<file path="src/rtl/muldiv_pkg.sv">
// rtl/muldiv_pkg.sv - shared op/state encodings for the iterative mul/div unit
// Contents: op codes (also used by the ALU decoder), FSM states, iteration count.
package muldiv_pkg;

  localparam int MULDIV_ITERS = 32;

  typedef enum logic [1:0] {
    OP_MUL   = 2'b00,
    OP_MULHU = 2'b01,
    OP_DIVU  = 2'b10,
    OP_REMU  = 2'b11
  } muldiv_op_e;

  typedef enum logic [1:0] {
    IDLE = 2'b00,
    RUN  = 2'b01,
    DONE = 2'b10
  } muldiv_state_e;

  // Divide ops share the op[1] bit; keep the decode in one place.
  function automatic logic is_div_op(input logic [1:0] op);
    return (op == OP_DIVU) || (op == OP_REMU);
  endfunction

endpackage

</file>
<file path="src/rtl/muldiv_sequencer_adder.sv">
// rtl/muldiv_sequencer_adder.sv - shared 32-bit adder/subtractor (Adder32Bit)
// Ports: a, b (operands), subtract (1: a-b, 0: a+b), sum (modulo 2^32 result).
// No carry port; callers derive carry-out from the operand/sum MSBs.
module Adder32Bit (
  input  logic [31:0] a,
  input  logic [31:0] b,
  input  logic        subtract,
  output logic [31:0] sum
);

  assign sum = a + (b ^ {32{subtract}}) + {31'h0, subtract};

endmodule

</file>
<file path="src/rtl/muldiv_sequencer.sv">
// rtl/muldiv_sequencer.sv - iterative unsigned MUL/MULHU/DIVU/REMU sequencer
// Ports: clk, reset_n (async active-low), start/op/operand_a/operand_b (request,
// sampled in IDLE or DONE), busy (iterating), done (1-cycle pulse), result (held).
module muldiv_sequencer
  import muldiv_pkg::*;
(
  input  logic        clk,
  input  logic        reset_n,
  input  logic        start,
  input  logic [1:0]  op,
  input  logic [31:0] operand_a,
  input  logic [31:0] operand_b,
  output logic        busy,
  output logic        done,
  output logic [31:0] result
);

  muldiv_state_e state_q, state_d;
  logic [4:0]    cnt_q, cnt_d;
  logic [1:0]    op_q, op_d;
  // Multiply: P = {hi, lo}. Divide reuses the same register as {R, Q}.
  logic [63:0]   p_q, p_d;
  // Multiplicand M for multiply, divisor D for divide.
  logic [31:0]   d_q, d_d;
  logic [31:0]   result_q, result_d;
  logic          busy_q, busy_d;
  logic          done_q, done_d;

  logic          is_div;
  logic [31:0]   add_a, add_b, add_sum;
  logic          add_sub, cout, ge;
  logic [63:0]   step;

  assign is_div  = is_div_op(op_q);
  // Divide works on Rs[31:0] = {R[30:0], Q[31]}; multiply on the high half of P.
  assign add_a   = is_div ? p_q[62:31] : p_q[63:32];
  assign add_b   = (is_div || p_q[0]) ? d_q : 32'h0;
  assign add_sub = is_div;

  Adder32Bit u_adder (
    .a        (add_a),
    .b        (add_b),
    .subtract (add_sub),
    .sum      (add_sum)
  );

  // Carry-out reconstructed from MSBs; for subtract, carry=1 means no borrow.
  assign cout = add_sub
      ? ((add_a[31] & ~add_b[31]) | ((add_a[31] | ~add_b[31]) & ~add_sum[31]))
      : ((add_a[31] &  add_b[31]) | ((add_a[31] |  add_b[31]) & ~add_sum[31]));

  // Rs[32] is R[31]: a 33-bit partial remainder always covers the 32-bit divisor.
  assign ge = p_q[63] | cout;

  assign step = is_div ? {(ge ? add_sum : p_q[62:31]), p_q[30:0], ge}
                       : {cout, add_sum, p_q[31:1]};

  always_comb begin
    state_d  = state_q;
    cnt_d    = cnt_q;
    op_d     = op_q;
    p_d      = p_q;
    d_d      = d_q;
    result_d = result_q;
    busy_d   = 1'b0;
    done_d   = 1'b0;
    case (state_q)
      IDLE, DONE: begin
        if (start) begin
          state_d = RUN;
          busy_d  = 1'b1;
          op_d    = op;
          cnt_d   = 5'd0;
          p_d     = {32'h0, is_div_op(op) ? operand_a : operand_b};
          d_d     = is_div_op(op) ? operand_b : operand_a;
        end else begin
          state_d = IDLE;
        end
      end
      RUN: begin
        p_d   = step;
        cnt_d = cnt_q + 5'd1;
        if (cnt_q == 5'(MULDIV_ITERS - 1)) begin
          state_d = DONE;
          done_d  = 1'b1;
          case (op_q)
            OP_MUL:   result_d = step[31:0];
            OP_MULHU: result_d = step[63:32];
            OP_DIVU:  result_d = step[31:0];
            default:  result_d = step[63:32];
          endcase
        end else begin
          busy_d = 1'b1;
        end
      end
      default: state_d = IDLE;
    endcase
  end

  always_ff @(posedge clk or negedge reset_n) begin
    if (!reset_n) begin
      state_q  <= IDLE;
      cnt_q    <= 5'd0;
      op_q     <= 2'b00;
      p_q      <= 64'h0;
      d_q      <= 32'h0;
      result_q <= 32'h0;
      busy_q   <= 1'b0;
      done_q   <= 1'b0;
    end else begin
      state_q  <= state_d;
      cnt_q    <= cnt_d;
      op_q     <= op_d;
      p_q      <= p_d;
      d_q      <= d_d;
      result_q <= result_d;
      busy_q   <= busy_d;
      done_q   <= done_d;
    end
  end

  assign busy   = busy_q;
  assign done   = done_q;
  assign result = result_q;

endmodule
</file>
<file path="config.mk">
export PLATFORM = sky130hd
export DESIGN_NAME = muldiv_sequencer
export DESIGN_NICKNAME = d
export VERILOG_FILES = /design/src/rtl/muldiv_pkg.sv /design/src/rtl/muldiv_sequencer_adder.sv /design/src/rtl/muldiv_sequencer.sv
export SDC_FILE = /design/constraint.sdc
export NUM_CORES = 1
export LEC_CHECK = 0
export BUFFER_PORTS_ARGS = -buffer_cell sky130_fd_sc_hd__buf_4
export CORE_UTILIZATION = 61
export DETAILED_ROUTE_END_ITERATION = 6
export PLACE_DENSITY = 0.82
export SETUP_SLACK_MARGIN = 0.1
export SKIP_LAST_GASP = 1
export SLEW_MARGIN = 0
export SYNTH_ARGS = -nofsm -noshare
export SYNTH_HDL_FRONTEND = slang
export SYNTH_HIERARCHICAL = 1
export SYNTH_SLANG_ARGS = --single-unit
</file>
<file path="constraint.sdc">
create_clock -name clk -period 4.8 [get_ports clk]
set_input_delay 0.48 -clock clk [delete_from_list [all_inputs] [get_ports clk]]
set_output_delay 0.48 -clock clk [all_outputs]
set_load 0.05 [all_outputs]
</file>
==> results of run 1 <==
[layout by cell type, fill, tap and decap left out, types with 3 or more instances in the layout]
cell / instances
nand2_1: 153
dfrtp_1: 137
buf_4: 123
o21ai_0: 119
mux2i_1: 97
a21oi_1: 61
xor2_1: 46
nand2b_1: 36
o211ai_1: 35
o21ai_1: 35
mux2_2: 35
ha_1: 35
nor2b_1: 34
o221ai_1: 33
o31ai_1: 30
o21bai_1: 30
nor2_1: 18
clkbuf_16: 17
xnor2_1: 15
inv_1: 12
nand4_1: 8
nor3_1: 6
nand3_1: 6
a21o_1: 6
o21a_1: 6
inv_6: 5
a31oi_1: 5
a211oi_1: 4
o2111ai_1: 4
a22o_1: 3
and3_1: 3
clkinvlp_4: 3
[registers in the layout, summed over array words and instances (netlist names)]
signal	flops
busy	1
cnt_q	5
d_q	32
done	1
op_q	2
p_q	64
result	32
state_q	2
[metal layers]
metal | share of wire [%] | GRT usage, % | wire [µm]
met4 | 1.8 | 9.63 | 537
met1 | 45 | 51.0 | 13400
met3 | 8.6 | 7.14 | 2540
met2 | 44 | 51.3 | 13100
met5 | 0.044 | 0 | 13
[stage by stage]
stage	std cells	cell area (µm²)	utilization, %	setup slack [ns]
final	1440	11700	71.3	0.385
after CTS	1437	11700	70.9	0.149
after detailed placement	1405	11100	67.4	0.187
after global routing	1440	11700	71.3	0.159
after global placement	1405	11100	67.4	0.410
after floorplan	1156	10200	-	0.513
[cell families (layout without fill, tap and decap cells)]
logic type	count (synthesis)	after routing	synth area share, %
xor+xnor	62	62	5.30
simple gates	279	279	12.8
compound gates	399	399	25.4
fa+ha+maj	36	36	4.47
flops	139	139	34.0
buf+inv	108	172	4.47
mux	133	133	13.5
[worst max-delay path by stage]
stage / cells past startpoint / start / slack [ns] / end
3_5_place_dp: 17 / op_q[1] / 0.19 / p_q[32]
4_1_cts: 17 / op_q[1] / 0.15 / result[0]
2_1_floorplan: 19 / op_q[1] / 0.51 / result[10]
6_report: 17 / op_q[1] / 0.38 / result[0]
3_3_place_gp: 17 / op_q[1] / 0.41 / result[0]
5_1_grt: 17 / op_q[1] / 0.16 / p_q[32]
[worst max-delay path, stage by stage (launching register included)]
cell	delay [ns]
dfrtp_4	0.53
nor2_4	0.20
buf_4	0.28
nor2b_1	0.10
xor2_1	0.15
ha_1	0.39
nand2_1	0.22
nor2_1	0.10
o41ai_1	0.40
o21ai_0	0.19
a31oi_2	0.28
xnor2_2	0.13
buf_4	0.16
a221oi_2	0.36
or2_1	0.17
buf_4	0.29
a311oi_1	0.14
o22a_1	0.19
[final cells by class]
type	count	share of cell area [%]
inverter	13	0.416
timing repair buffer	127	8.47
tap	220	2.35
sequential	139	29.7
multi-input combinational	909	54.1
clock inverter	13	1.11
clock buffer	19	3.86
[what timing repair did]
action / 4_1_cts / 5_1_grt
gates resized for setup: 0 / 6
setup buffers: 0 / 3
endpoints found under the setup margin: 0 / 62
==> run metrics, run 1 <==
clk_lat worst skew between 0.4 and 0.5 ns; total global-route track usage around a third; Max-Cap Viols 0; number of global-route vias before repair ~8900; layout cells sized above 1 18.2%; Cells after Synth 1156; cts hold-fix bufs 0; total core area around 16000 µm²; worst hold margin 0.180 ns; largest net degree at the start of global routing around 110; Critical Path RT between 5 and 6 ns; first-pass GRT wire length ~47 mm; Pre-antenna DRT Iters 5; Post-synth EDFFs 0; Die X between 100 and 150 µm; Routed wire per std cell around 21 µm; DRT Wirelength between 20 and 30 mm; status finished, final reports clean; routed vias 9493; crit-path max FO 22; worst r2r src op_q[1]; post-route clock period utilization between 90% and 100%; Initial DRC Count between 1000 and 1500; Seq cells post-synth roughly 140; syn nets ~1300; vias per inst 6.59; Syn. warnings 6; die area roughly 17000 µm²; Synth Cell Area about 10000 µm²; area leader, netlist dfrtp_1; final slew viol count 0; Synth top cells by count nand2_1, dfrtp_1, o21ai_0, mux2i_1, clkbuf_1; Clock Skews 0.0117 ns; Root Buffer clkbuf_16; Hold Path Class in -> async; register area around 3500 µm²; Layout area overhead 14.5%; critical path endpoint category register; num ports about 100; Slew @ Worst Pin 1.18 ns; FILL cells ~1300; Rows 47; worst path arrival time 4.72 ns; Clock Sinks roughly 140; worst setup path class reg -> reg; DRC Markers 0; Achievable Freq 226 MHz; Initial Utilization roughly 62%; Post-DP HPWL slightly above 20 mm; r2r worst-path depth 17; Mapped Avg Cell Area 8.86 µm²; dominant cells by area after synthesis dfrtp_1, mux2i_1, o21ai_0, nand2_1, ha_1; Rel. slew slack 21.3%; RSZ-0062 raised after global routing no; grt ovf 0; Yosys cell types 66; most frequent cell after synthesis nand2_1; RePlAce Congestion 0.928; Final setup viols 0; Final #Nets 1312; port bufs between 100 and 150; sequential cell area fraction in the yosys report ~34%; Post-synth ARST share 100%; Synth Flop Type dfrtp_1; maximum clock insertion buffer count 2; antenna violations before repair 1; Worst-path clk slew roughly 0.060 ns; die height ~130 µm; nature of the critical path startpoint register; antenna-violating nets left 0; Synth top area share between 30 and 40%; Reg-to-Reg End result[0]; Max H-tree Level 4; # diodes 0; reg2reg setup slack around 0.38 ns; area of the multi-input gates around 6300 µm²; Final min period roughly 4.4 ns; Fin. Hold Viols 0; CTS tree done; setup TNS 0 ns; TritonCTS Buffers 17
Power of run 1 is not shown: default switching activity piles up to over one toggle a cycle in this logic, so the estimate is an artifact.
==> run 2: changes to the inputs <==
--- a/config.mk
+++ b/config.mk
@@ -6,9 +6,9 @@
 export NUM_CORES = 1
 export LEC_CHECK = 0
 export BUFFER_PORTS_ARGS = -buffer_cell sky130_fd_sc_hd__buf_4
-export CORE_UTILIZATION = 61
+export CORE_UTILIZATION = 65
 export DETAILED_ROUTE_END_ITERATION = 6
-export PLACE_DENSITY = 0.82
+export PLACE_DENSITY = 0.87
 export SETUP_SLACK_MARGIN = 0.1
 export SKIP_LAST_GASP = 1
 export SLEW_MARGIN = 0
==> constraint.sdc (replaced) <==
create_clock -name clk -period 5.12 [get_ports clk]
set_input_delay 0.512 -clock clk [delete_from_list [all_inputs] [get_ports clk]]
set_output_delay 0.512 -clock clk [all_outputs]
set_load 0.05 [all_outputs]
==> run metrics, run 2 (same netlist as run 1, synthesis figures left out) <==
worst setup path class reg -> reg; Clock Skews 0.0171 ns; antenna violations before repair 0; RSZ-0062 raised after global routing no; num ports about 100; Layout area overhead 13.5%; worst path arrival time a little under 5 ns; Hold Path Class in -> async; final slew viol count 0; Slew @ Worst Pin about 1.2 ns; # diodes 0; post-placement cell area between 10000 and 15000 µm²; Clock Sinks 139; Final setup viols 0; DRC Markers 0; Critical Path RT between 5 and 6 ns; fin area 11600 µm²; crit-path max FO 31; antenna-violating nets left 0; routed vias ~9300; port bufs 102; Rel. slew slack between 10% and 20%; Die X around 130 µm; Initial DRC Count roughly 970; die area about 16000 µm²; grt ovf 0; Max H-tree Level 4; leading cell type in the layout, fill and taps excluded nand2_1; Final min period approximately 4.6 ns; layout cells sized above 1 around 17%; total global-route track usage 36.4%; worst r2r src op_q[1]; maximum clock insertion buffer count 2; most frequent cells in the layout nand2_1, dfrtp_1, o21ai_0, buf_4, mux2i_1; Initial Utilization 66.9%; RePlAce Congestion between 0.9 and 1; Worst-path clk slew around 0.07 ns; nature of the critical path startpoint register; setup TNS 0 ns; CTS tree done; reg2reg setup slack between 0.5 and 0.6 ns; Biggest register p_q; post-route clock period utilization about nine tenths; clk_lat worst skew about 0.43 ns; worst setup path startpoint op_q[1]; Worst Setup EP p_q[32]; cts hold-fix bufs 0; vias per inst 6.55; Final #Nets 1302; total core area about 15000 µm²; Max-Cap Viols 0; max reg flops 64; Root Buffer clkbuf_16; critical path endpoint category register; Pre-antenna DRT Iters 5; r2r worst-path depth 17; DRT Wirelength 28.4 mm; TritonCTS Buffers 17; first-pass GRT wire length roughly 46 mm; Routed wire per std cell roughly 20 µm; number of global-route vias before repair approximately 8800; Post-DP HPWL just under 20 mm; status finished, final reports clean; Fin. Hold Viols 0; largest net degree at the start of global routing ~100; Reg-to-Reg End p_q[32]; die height about 130 µm; Achievable Freq around 220 MHz; Rows between 40 and 50
-- run 2: per-layer routing --
| metal | wire [µm] | global-route usage (%) |
|---|---|---|
| met2 | 13000 | 56.2 |
| met3 | 2540 | 8.79 |
| met5 | 0 | 0 |
| met1 | 12500 | 51.3 |
| met4 | 414 | 9.52 |
-- run 2: how the worst min path moves through the flow --
stage | from | end | slack [ns] | depth (start not counted)
2_1_floorplan | reset_n | busy | 0.22 | 0
5_1_grt | reset_n | p_q[8] | 0.24 | 1
3_3_place_gp | d_q[22] | d_q[22] | 0.45 | 2
4_1_cts | reset_n | p_q[8] | 0.20 | 1
3_5_place_dp | d_q[21] | d_q[21] | 0.47 | 2
6_report | reset_n | p_q[8] | 0.15 | 1
-- run 2: area by class of cell --
type / count / area (µm²)
Clock inverter: 13 / 156
Inverter: 13 / 48.8
Timing Repair Buffer: 117 / 907
Multi-Input combinational cell: 909 / 6330
Tap cell: 211 / 264
Clock buffer: 19 / 443
Sequential cell: 139 / 3480
Fill cell: 1079 / 3680
-- run 2: what timing repair did --
action	in CTS	in global routing
setup endpoints to repair	0	2
buffers inserted	0	0
resized for setup	0	1
-- run 2: worst max-delay path: stages, from the launching register on --
cell and delay, ns:
dfrtp_4 0.52, nor2_2 0.14, buf_4 0.22, nor2b_1 0.08
xor2_1 0.34, ha_1 0.34, a21oi_1 0.23, o21ai_0 0.19
a221oi_2 0.39, o41ai_2 0.16, a31oi_1 0.35, xnor2_2 0.19
nor2b_2 0.21, a221oi_2 0.21, buf_4 0.36, nor4_1 0.13
a311oi_1 0.30, a22o_1 0.16
-- run 2: metrics by stage --
stage / instances / setup slack (ns) / hold WS, ns / utilization [%]
after global routing: 1421 / 0.215 / 0.236 / 75.9
after CTS: 1421 / 0.485 / 0.199 / 75.9
final: 1421 / 0.524 / 0.149 / 75.9
after floorplan: 1156 / 0.833 / 0.216 / -
after detailed placement: 1389 / 0.547 / 0.465 / 72.0
after global placement: 1389 / 0.681 / 0.454 / 72.0
Power of run 2 is left out for the same reason.
